### src/rtl/regfile_scoreboard_pkg.sv
// Shared register-addressing constants and types for the issue-side scoreboard,
// operation prep and writeback.
package regfile_scoreboard_pkg;
  localparam int REG_ADDR_W   = 5;
  localparam int NUM_REGS     = 32;
  localparam int ZERO_REG     = 31;
  localparam int MAX_INFLIGHT = 4;

  typedef logic [REG_ADDR_W-1:0] reg_addr_t;
endpackage

### src/rtl/regfile_hazard_check.sv
// Combinational RAW/WAW hazard detection against a pending-write mask.
module regfile_hazard_check
  import regfile_scoreboard_pkg::*;
(
  input  logic [NUM_REGS-1:0] pending_mask,
  input  reg_addr_t           reg1,
  input  reg_addr_t           reg2,
  input  logic                use_reg2,
  input  logic                writes,
  input  reg_addr_t           dest,
  output logic                hazard
);
  // The zero register is never marked pending, so it needs no special case here.
  assign hazard = pending_mask[reg1]
                | (use_reg2 & pending_mask[reg2])
                | (writes & pending_mask[dest]);
endmodule

### src/rtl/regfile_scoreboard.sv
// Issue-side scoreboard: tracks in-flight register writes and stalls issue on
// RAW/WAW hazards or when the in-flight budget is exhausted.
module regfile_scoreboard
  import regfile_scoreboard_pkg::*;
#(
  parameter int CNT_W = 3
) (
  input  logic                clock,
  input  logic                reset,
  input  logic                issueValid,
  output logic                issueReady,
  input  reg_addr_t           issueReg1,
  input  reg_addr_t           issueReg2,
  input  logic                issueUseReg2,
  input  logic                issueWrites,
  input  reg_addr_t           issueDest,
  input  logic                wbValid,
  input  reg_addr_t           wbReg,
  input  logic                flush,
  output logic [NUM_REGS-1:0] pendingMask,
  output logic [CNT_W-1:0]    inFlight,
  output logic                wbError
);
  logic                hazard;
  logic                full;
  logic                real_dest;
  logic                set_pend;
  logic                wb_pending;
  logic                clr_pend;
  logic                wb_bad;
  logic [NUM_REGS-1:0] mask_next;
  logic [CNT_W-1:0]    cnt_next;

  regfile_hazard_check u_hazard (
    .pending_mask (pendingMask),
    .reg1         (issueReg1),
    .reg2         (issueReg2),
    .use_reg2     (issueUseReg2),
    .writes       (issueWrites),
    .dest         (issueDest),
    .hazard       (hazard)
  );

  // Only registered state feeds issueReady; a same-cycle writeback never frees a slot.
  assign full       = (inFlight == CNT_W'(MAX_INFLIGHT));
  assign real_dest  = issueWrites & (issueDest != reg_addr_t'(ZERO_REG));
  assign issueReady = ~hazard & ~(real_dest & full) & ~flush;
  assign set_pend   = issueValid & issueReady & real_dest;

  assign wb_pending = pendingMask[wbReg] & (wbReg != reg_addr_t'(ZERO_REG));
  assign clr_pend   = wbValid & ~flush & wb_pending;
  assign wb_bad     = wbValid & ~flush & ~wb_pending;

  always_comb begin
    mask_next = pendingMask;
    cnt_next  = inFlight;
    if (flush) begin
      mask_next = '0;
      cnt_next  = '0;
    end else begin
      // Clear before set so a forced same-register collision leaves the bit set.
      if (clr_pend) mask_next[wbReg] = 1'b0;
      if (set_pend) mask_next[issueDest] = 1'b1;
      cnt_next = inFlight + CNT_W'(set_pend) - CNT_W'(clr_pend);
    end
  end

  always_ff @(posedge clock or posedge reset) begin
    if (reset) begin
      pendingMask <= '0;
      inFlight    <= '0;
      wbError     <= 1'b0;
    end else begin
      pendingMask <= mask_next;
      inFlight    <= cnt_next;
      if (wb_bad) wbError <= 1'b1;
    end
  end
endmodule

### config.mk
export PLATFORM = sky130hd
export DESIGN_NAME = regfile_scoreboard
export DESIGN_NICKNAME = d
export VERILOG_FILES = /design/src/rtl/regfile_scoreboard_pkg.sv /design/src/rtl/regfile_hazard_check.sv /design/src/rtl/regfile_scoreboard.sv
export SDC_FILE = /design/constraint.sdc
export NUM_CORES = 1
export LEC_CHECK = 0
export ABC_AREA = 1
export BUFFER_PORTS_ARGS = -buffer_cell sky130_fd_sc_hd__buf_2
export CAP_MARGIN = 20
export CELL_PAD_IN_SITES_DETAIL_PLACEMENT = 0
export CELL_PAD_IN_SITES_GLOBAL_PLACEMENT = 1
export CORE_MARGIN = 10
export CORE_UTILIZATION = 42
export DETAILED_ROUTE_END_ITERATION = 7
export GPL_TIMING_DRIVEN = 0
export MAX_ROUTING_LAYER = met4
export PLACE_DENSITY_LB_ADDON = 0.1
export SLEW_MARGIN = 0
export SYNTH_ARGS = -nofsm -noshare
export SYNTH_HDL_FRONTEND = slang
export SYNTH_SLANG_ARGS = --single-unit
### constraint.sdc
create_clock -name clock -period 5.9 [get_ports clock]
set_clock_uncertainty 0.1 [all_clocks]
set_input_delay 0.295 -clock clock [delete_from_list [all_inputs] [get_ports clock]]
set_output_delay 0.295 -clock clock [all_outputs]
set_load 0.03 [all_outputs]
# Word-level counts from Yosys, hierarchy flattened
# Index checks and enable logic that the tools add are counted.
# Widths: inputs -> output; s select.
# word_totals
reg_bits	36
inputBits	27
# classes
order_cmp	6
addsub	2
bitwise_logic	21
reduce_logical	2
n_mux	17
n_eq_ne	3
# op_table
cell	count
$mux 32	4
$and 32x32->32	1
$not 32->32	1
$or 32x32->32	1
$lt 5x6->1 const B	4
$bmux 1 s5	4
$and 1x1->1	12
$demux 1 s5	2
$ge 5x1->1 const B	2
$ne 5x5->1 const B	2
$mux 1	6
$not 1->1	4
$add 3x1->3	1
$eq 3x3->1 const B	1
$mux 3	1
$sub 3x1->3	1
$logic_and 1x1->1	2
$or 1x1->1	2

# Longest topological paths before layout
# Gate-level depths: netlist (run 1).
# logic_depth
word_depth	13
ltp_mapped	21

# Cells and area by module
# From an unflattened synthesis (run 1), not the netlist that was laid out.
# unflattened
cells_unflattened	596
area_unflattened_um2	3554.7
# modules_own_cells
mod	n_inst	cells_per_inst	area_per_inst_um2	seq_area_each_um2
regfile_scoreboard	1	371	2518.7	900.9
regfile_hazard_check	1	225	1036.0	0.0

# Worst setup path after synthesis (run 1)
# OpenSTA, ideal clock, no wires.
# synth_path
path_type	register -> register
startpoint	reg pendingMask[31]
endpoint	reg inFlight[2]
setup_time_ns	0.132
slack_ns	3.068
t_required_ns	5.668
path_stages_with_launch	21
arrival_ns	2.600
path_cell_list	dfrtp_1 -> inv_1 -> nor2_1 -> a21oi_1 -> nand2_1 -> nand2_1 -> nand2_1 -> nor2_1 -> nand2_1 -> nand2_1 -> nand2_2 -> nor2_4 -> buf_6 -> nand2_1 -> ha_1 -> inv_1 -> ha_1 -> inv_1 -> fa_1 -> xor2_1 -> nor2_1
# synth_between
elab_chain_len	13
word_cells_on_any_way	22
cone_classes	2 x add/sub; 9 x mux; 11 x bitwise
# synth_lines
item	line	rtl
from (decl)	regfile_scoreboard.sv:20	output logic [NUM_REGS-1:0] pendingMask,
from (signal assigned)	regfile_scoreboard.sv:74	pendingMask <= mask_next;
$bmux 1 s5	regfile_hazard_check.sv:15	| (use_reg2 & pending_mask[reg2])
$mux 1 (not written as such)	regfile_hazard_check.sv:15	
$and 1x1->1	regfile_hazard_check.sv:15	
$or 1x1->1	regfile_hazard_check.sv:15	
$or 1x1->1 *	regfile_hazard_check.sv:16	| (writes & pending_mask[dest]);
$not 1->1 *	regfile_scoreboard.sv:47	assign issueReady = ~hazard & ~(real_dest & full) & ~flush;
$and 1x1->1 * (2 in series)	regfile_scoreboard.sv:47	
net issueReady	regfile_scoreboard.sv:11	output logic issueReady,
$and 1x1->1 * (2 in series)	regfile_scoreboard.sv:48	assign set_pend = issueValid & issueReady & real_dest;
$add 3x1->3 *	regfile_scoreboard.sv:64	cnt_next = inFlight + CNT_W'(set_pend) - CNT_W'(clr_pend);
$sub 3x1->3 *	regfile_scoreboard.sv:64	
$mux 3 *	regfile_scoreboard.sv:57	if (flush) begin
net cnt_next[2]	regfile_scoreboard.sv:32	logic [CNT_W-1:0] cnt_next;
to (signal assigned)	regfile_scoreboard.sv:75	inFlight <= cnt_next;
to (decl)	regfile_scoreboard.sv:21	output logic [CNT_W-1:0] inFlight,
# The timed path passes the listed nets; every way through them passes the cells marked *. The select of a mux whose other input is x is not followed.
# A chain may end at the register's enable or synchronous reset.

# Worst setup path in the final report (run 1)
# layout_path
startpoint	reg pendingMask[8]
endpoint	reg inFlight[2]
# layout_between
elab_chain_len	13
word_cells_on_any_way	22
cone_classes	2 x add/sub; 9 x mux; 11 x bitwise
# layout_lines
item	line
$bmux 1 s5	regfile_hazard_check.sv:15
$mux 1 (not written as such)	regfile_hazard_check.sv:15
$and 1x1->1	regfile_hazard_check.sv:15
$or 1x1->1	regfile_hazard_check.sv:15
$or 1x1->1	regfile_hazard_check.sv:16
$not 1->1	regfile_scoreboard.sv:47
$and 1x1->1 (2 in series)	regfile_scoreboard.sv:47
$and 1x1->1 (2 in series)	regfile_scoreboard.sv:48
$add 3x1->3	regfile_scoreboard.sv:64
$sub 3x1->3 *	regfile_scoreboard.sv:64
$mux 3 *	regfile_scoreboard.sv:57
net cnt_next[2]	regfile_scoreboard.sv:32
# Marks and branches as above.

==> results.py, run 1 <==
metrics = {
    "setup_path": {
        "r2r_cells": 18,
        "worstPathCellList": "nand2_1 > nand3_1 > nand3_1 > nand2_1 > nand2_1 > nand3b_1 > nand3_1 > nand2_1 > nor2_4 > buf_6 > nand2_1 > ha_1 > inv_1 > ha_1 > inv_1 > fa_1 > xor2_1 > nor2_1",
        "crit_fanout": 10,
        "reg2reg_from": "pendingMask[8]$_DFF_PP0_",
        "critPathBufInv": 3,
        "critPathMaxStageDelay_ns": 0.56,
        "r2r_slack_ns": 2.83,
        "critPathArrivalTime_ns": 3.13,
        "crit_path_end_kind": "flip-flop",
        "path_class": "reg -> reg",
        "crit_path_frequent_cell": "nand2_1",
        "cp_top_family": "simple AND/OR/NAND/NOR gates",
        "critPathLaunchType": "flip-flop",
        "timing.rr.end": "inFlight[2]$_DFF_PP0_",
        "crit_required_ns": 5.96,
        "critPathSlowestCell": "dfrtp_1",
    },
    "finish": {
        "antennaDiodeCount": 0,
        "area_growth_pct": 15.13,
        "drive_above_1_share": 0.1635,
        "final_nets": 708,
    },
    "die": {
        "pin_count": 64,
        "die_area_mm2": 0.01269,
        "num_rows": 33,
        "core_area_mm2": 0.008299,
        "start_util": 0.4345,
        "die_h_um": 112.7,
        "die_x_um": 112.7,
    },
    "route": {
        "vias_per_cell": 5.659,
        "drtAntennaViolNets": 0,
        "wl_per_cell_um": 18.30,
        "finalWirelength_mm": 14.35,
        "first_pass_iters": 5,
        "drc": 0,
        "drt_iter0_markers": 335,
        "num_vias": 4437,
    },
    "synth": {
        "ys_seq_elements": 36,
        "async_flop_share": 1.000,
        "ys_seq_area_frac": 0.2498,
        "synth_top_flop_cell": "dfrtp_1",
        "syn_nets": 642,
        "synth-edff-count": 0,
        "synth_area_mm2": 0.003606,
        "synth.avg_cell_area_um2": 5.892,
        "synthCells": 612,
        "synth-warning-count": 0,
        "ys_types": 33,
    },
    "clock_tree": {
        "clk_latency_ns": 0.29,
        "cts_resized": 0,
        "cts_setup_buffers": 0,
        "htreeDepth": 2,
        "clockRootBuffer": "clkbuf_8",
        "cts-buffers-inserted": 5,
        "tritoncts": "built",
        "clock_path_buffers": 2,
        "hold_buffers": 0,
        "cts_num_sinks": 36,
        "clk_pin_slew_ns": 0.08,
    },
    "global_route": {
        "grt_max_degree": 20,
        "grt_pass1_vias": 4131,
        "grt-ovfl-total": 0,
        "antenna_found_initial": 0,
        "grt_use_total": 0.2222,
        "grt_pass1_wl_mm": 22.22,
    },
    "hold_path": {
        "min_path_type": "in -> async",
    },
    "placed_design": {
        "place_congestion": 0.9357,
        "pre_cts_ws_ns": 2.630,
        "numPortBuffers": 58,
        "dpl.hpwl_mm": 10.94,
    },
    "timing": {
        "finalMaxSlewViolations": 0,
        "worst_slack_ns": 2.829,
        "timing_hold_violations_final": 0,
        "worst_pin_slew_ns": 0.7843,
        "rsz0062_at_grt": "false",
        "min_period_ns": 3.071,
        "fin_crit_sh": 0.5205,
        "finalSetupViolCount": 0,
        "tns_ns": 0,
        "slew_headroom": 0.4765,
        "timing.fmax_mhz": 325.7,
    },
    "status": {
        "status": "complete, no violations",
    },
    "flow_run": {
        "drv_cap": 0,
    },
    "power_and_ir_drop": {
        "power.density_mw_per_mm2": 137.8,
        "p_leak_nw": 1.893,
        "ir_drop_mv": 0.1645,
    },
}
[metal layers]
| layer | routed length, µm | GRT usage |
|---|---|---|
| met1 | 6314 | 0.2889 |
| met2 | 6272 | 0.3337 |
| met3 | 1163 | 0.02503 |
| met4 | 598 | 0.1100 |
| met5 | 0 | - |
[per-stage QoR]
step,util,power [mW],hold WS (ns),area (µm²),instances
6_report,0.5002,0.5721,0.03661,4151,784
5_1_grt,0.5002,0.5999,0.1002,4151,784
4_1_cts,0.5002,0.5741,0.05049,4151,784
3_5_place_dp,0.4886,0.3861,0.3412,4055,776
3_3_place_gp,0.4853,0.3823,0.3383,4028,775
2_1_floorplan,-,0.3418,0.3620,3606,612
[placed cells by master (no fill, tap or decap), drive strengths merged]
master  instances
inv            73
nand3          86
o22ai           2
nor2           78
nand4          33
a21oi          34
nand2         179
o21ai          24
a22oi          10
fa              1
nor3           16
xnor2           1
buf            84
clkbuf         15
a21o            1
ha              2
xor2            1
nand3b          1
nor4            1
dfrtp          36
clkinv          1
[layout make-up]
cell class	count	area [µm²]
timing repair buffer	59	317.8
fill	910	4148
buffer	34	235.2
clock buffer	6	82.58
sequential	36	900.9
tap	105	131.4
clock inverter	2	13.76
multi-input combinational	470	2197
inverter	72	272.8
[Yosys cell counts (2+ instances only)]
cell,n,share of area
a21oi_1,33,0.046
a22oi_1,10,0.021
buf_2,8,0.011
buf_4,7,0.015
buf_6,9,0.028
clkbuf_1,8,0.0083
dfrtp_1,36,0.25
ha_1,2,0.0069
inv_1,66,0.069
inv_2,5,0.0052
nand2_1,175,0.18
nand2_2,2,0.0035
nand2_4,2,0.0062
nand3_1,84,0.12
nand3_2,2,0.0056
nand4_1,33,0.057
nor2_1,72,0.075
nor2_2,5,0.0087
nor3_1,16,0.022
o21ai_0,20,0.028
o21ai_1,4,0.0056
o22ai_1,2,0.0035
[cell families (layout without fill, tap and decap cells)]
logic type               after synthesis  in the layout  synth area share
AND/OR/NAND/NOR                      394            394            0.4840
buffers and inverters                106            173            0.1409
AO/OA/AOI/OAI                         71             71            0.1079
flip-flops                            36             36            0.2498
adder cells (fa/ha/maj)                3              3           0.01249
XOR/XNOR                               2              2          0.004859
[power by group]
group,internal (mW),switching (mW)
registers,0.248,0.00207
clock network,0.0955,0.0933
logic,0.0394,0.0943
[flip-flops by register name, summed over array words and instances (netlist names)]
name	flops
pendingMask	32
inFlight	3
wbError	1
[how the worst max path moves through the flow]
stage               slack [ns]                       from  cells after the start               endpoint
floorplan                 3.07  pendingMask[31]$_DFF_PP0_                     20  inFlight[2]$_DFF_PP0_
global placement          2.67                   wbReg[1]                     20  inFlight[2]$_DFF_PP0_
detailed placement        2.63                   wbReg[1]                     20  inFlight[2]$_DFF_PP0_
CTS                       2.85   pendingMask[8]$_DFF_PP0_                     18  inFlight[2]$_DFF_PP0_
global route              2.57   pendingMask[5]$_DFF_PP0_                     18  inFlight[2]$_DFF_PP0_
finish                    2.83   pendingMask[8]$_DFF_PP0_                     18  inFlight[2]$_DFF_PP0_
(Power assumes the default switching activity.)
==> inputs of run 2 (changes only) <==
- ABC_AREA: 1 -> 0
- CORE_UTILIZATION: 42 -> 43
- clock period: 5.9 -> 3 ns (I/O delays scaled with it)
==> run 2 against run 1 <==
  * Synthesized area down 12%
  * The flow now finishes with violations (negative setup slack)
  * Die area down 12%
  * Highest routed layer unchanged
  * Design area down 6.0%
  * Maximum frequency down 5.0%
  * Non-clock buffer count up 11
  * Count of clock-buffer cells in the layout unchanged
  * Combinational power up 71%
  * Largest cell class unchanged
==> results.py, run 2 <==
metrics = {
    "finish": {
        "fin_cells": 496,
        "layout_common_cells": "buf_2, dfrtp_2, mux2i_1",
        "top_register": "pendingMask",
        "mostFrequentLayoutCell": "buf_2",
        "final_nets": 427,
        "finalInstanceArea_mm2": 0.003901,
        "fillers": 707,
        "largest_register_ffs": 32,
        "top_regs": "pendingMask: 32 flops, inFlight: 3 flops, wbError: 1 flops",
        "drive_above_1_share": 0.4030,
        "antennaDiodeCount": 0,
        "area_growth_pct": 22.85,
    },
    "route": {
        "vias_per_cell": 6.645,
        "finalWirelength_mm": 12.06,
        "num_vias": 3296,
        "drt_iter0_markers": 359,
        "drc": 0,
        "wl_per_cell_um": 24.31,
        "first_pass_iters": 5,
        "drtAntennaViolNets": 0,
    },
    "hold_path": {
        "min_path_type": "in -> reg",
        "min_from": "wbValid",
        "whs_path_depth": 3,
        "whs_endpoint": "wbError$_DFFE_PP0P_",
    },
    "clock_tree": {
        "clock_path_buffers": 2,
        "cts_num_sinks": 36,
        "tritoncts": "built",
        "cts-buffers-inserted": 5,
        "clk_latency_ns": 0.29,
        "htreeDepth": 2,
        "clk_pin_slew_ns": 0.08,
        "clockRootBuffer": "clkbuf_8",
    },
    "power_and_ir_drop": {
        "p_sw_frac": 0.3099,
        "internal-power_uw": 727.0,
        "p_sw_uw": 326.5,
        "combPwrFrac": 0.217,
        "p_leak_nw": 1.536,
        "p_seq_frac": 0.462,
        "clock_power_share": 0.320,
        "finalPower_mw": 1.054,
        "ir_drop_mv": 0.2662,
        "power.density_mw_per_mm2": 270.0,
    },
    "flow_run": {
        "drv_cap": 0,
    },
    "synth": {
        "synth_top_flop_cell": "dfrtp_1",
        "synth_top_area_share": 0.2837,
        "yosys-top-cells-area": "dfrtp_1, mux4_2, mux2i_1, o41ai_1, o311ai_0",
        "synth-warning-count": 0,
        "ys_types": 49,
        "ys_seq_area_frac": 0.2837,
        "synth_area_mm2": 0.003176,
        "synthTopCellsByCount": "dfrtp_1, mux2i_1, o41ai_1",
        "synth.most_common_cell": "dfrtp_1",
        "synth_largest_area_cell": "dfrtp_1",
        "synth.avg_cell_area_um2": 9.893,
        "synth-edff-count": 0,
        "synthCells": 321,
        "ys_seq_elements": 36,
        "syn_nets": 351,
        "async_flop_share": 1.000,
    },
    "die": {
        "pin_count": 64,
        "num_rows": 31,
        "start_util": 0.4402,
        "core_area_mm2": 0.007214,
        "die_x_um": 105.9,
        "die_area_mm2": 0.01122,
        "die_h_um": 105.9,
    },
    "global_route": {
        "grt_pass1_wl_mm": 18.36,
        "grt_max_degree": 20,
        "grt_use_total": 0.2117,
        "grt_pass1_vias": 3182,
        "grt-ovfl-total": 0,
        "antenna_found_initial": 0,
    },
    "placed_design": {
        "numPortBuffers": 54,
        "place_congestion": 0.9629,
        "place_inst": 475,
        "dpl.hpwl_mm": 9.168,
        "postPlaceCellArea_mm2": 0.003635,
        "pre_cts_ws_ns": -0.4317,
    },
    "timing": {
        "fin_crit_sh": 1.078,
        "min_period_ns": 3.233,
        "rsz0062_at_grt": "true",
        "worst_slack_ns": -0.2335,
        "timing_hold_violations_final": 0,
        "slew_headroom": 0.4831,
        "timing.fmax_mhz": 309.3,
        "tns_ns": -0.4355,
        "worst_pin_slew_ns": 0.7745,
        "finalMaxSlewViolations": 0,
        "finalSetupViolCount": 2,
    },
    "setup_path": {
        "critPathArrivalTime_ns": 3.30,
        "critPathLaunchType": "flip-flop",
        "r2r_slack_ns": -0.23,
        "reg2reg_from": "pendingMask[3]$_DFF_PP0_",
        "timing.rr.end": "inFlight[1]$_DFF_PP0_",
        "r2r_cells": 13,
        "worstPathCellList": "mux4_2 > nand2_1 > a41oi_2 > o21ai_2 > nand4_1 > buf_6 > or3_1 > ha_1 > inv_1 > ha_1 > inv_1 > fa_2 > nor2_1",
        "crit_fanout": 6,
        "crit_start": "pendingMask[3]$_DFF_PP0_",
        "crit_required_ns": 3.07,
        "crit_path_end_kind": "flip-flop",
        "critPathMaxStageDelay_ns": 0.53,
        "cp_top_family": "adder cells",
        "critPathBufInv": 3,
        "path_class": "reg -> reg",
        "critPathSlowestCell": "mux4_2",
    },
    "status": {
        "violations": "negative setup slack",
        "status": "complete, but fails checks",
    },
}
==> run 2: cell types whose count changed in the layout (fill, tap and decap cells not counted), moves of 31 or more <==
cell,delta
nand2_1,-159
nand3_1,-75
nor2_1,-61
inv_1,-52
nand4_1,-32
a21oi_1,-31
==> run 2: area by class of cell <==
cell class              count  area, µm²  share of cell area
plain buffers              34      167.7             0.04298
clock buffers               6      72.57             0.01860
clock inverters             1      5.005            0.001283
inverters                  14      52.55             0.01347
multi-input cells         236       2126              0.5449
flip-flops and latches     36      937.1              0.2402
well taps                  99      123.9             0.03175
repair buffers             70      416.7              0.1068
==> run 2: power groups by stage <==
stage / Combinational (mW) / Clock (mW) / Sequential [mW]
global placement: 0.207 / 0 / 0.497
detailed placement: 0.213 / 0 / 0.497
floorplan: 0.141 / 0 / 0.498
CTS: 0.221 / 0.339 / 0.487
global route: 0.247 / 0.360 / 0.487
finish: 0.229 / 0.338 / 0.487
==> run 2: worst reg2reg max path, cell delays in order, from the launching register on <==
cell	delay, ns
dfrtp_2	0.48
mux4_2	0.54
nand2_1	0.10
a41oi_2	0.12
o21ai_2	0.17
nand4_1	0.11
buf_6	0.15
or3_1	0.31
ha_1	0.27
inv_1	0.05
ha_1	0.13
inv_1	0.05
fa_2	0.51
nor2_1	0.04
==> run 2: timing repair <==
action,in CTS,in global routing
resized for setup,13,4
endpoints found under the setup margin,4,3
hold buffers,1,0
hold endpoints to repair,18,0
pin swaps,5,6
setup buffers,4,10
==> run 2: how the worst max path moves through the flow <==
stage	cells past startpoint	end
finish	13	inFlight[1]$_DFF_PP0_
global route	13	inFlight[1]$_DFF_PP0_
CTS	13	inFlight[1]$_DFF_PP0_
detailed placement	14	inFlight[1]$_DFF_PP0_
global placement	14	inFlight[1]$_DFF_PP0_
floorplan	12	inFlight[1]$_DFF_PP0_
==> run 2: layer usage <==
layer | up-vias | global-route usage | share of wire
li1 | 1465 | - | -
met3 | 33 | 0.03442 | 0.069
met1 | 1599 | 0.2819 | 0.45
met2 | 199 | 0.3101 | 0.45
met5 | - | - | 0
met4 | 0 | 0.09478 | 0.037
==> run 2: logic make-up after synthesis <==
family / share of synthesized area
mux: 0.2175
compound gates: 0.2321
fa+ha+maj: 0.01418
buf+inv: 0.07289
xor+xnor: 0.005517
flops: 0.2837
simple gates: 0.1742
==> run 2: metrics by stage <==
stage | utilization | hold WS, ns
floorplan | - | 0.2146
global placement | 0.5000 | 0.3618
detailed placement | 0.5038 | 0.2369
CTS | 0.5272 | 0.07262
global route | 0.5408 | 0.1016
finish | 0.5408 | 0.08061
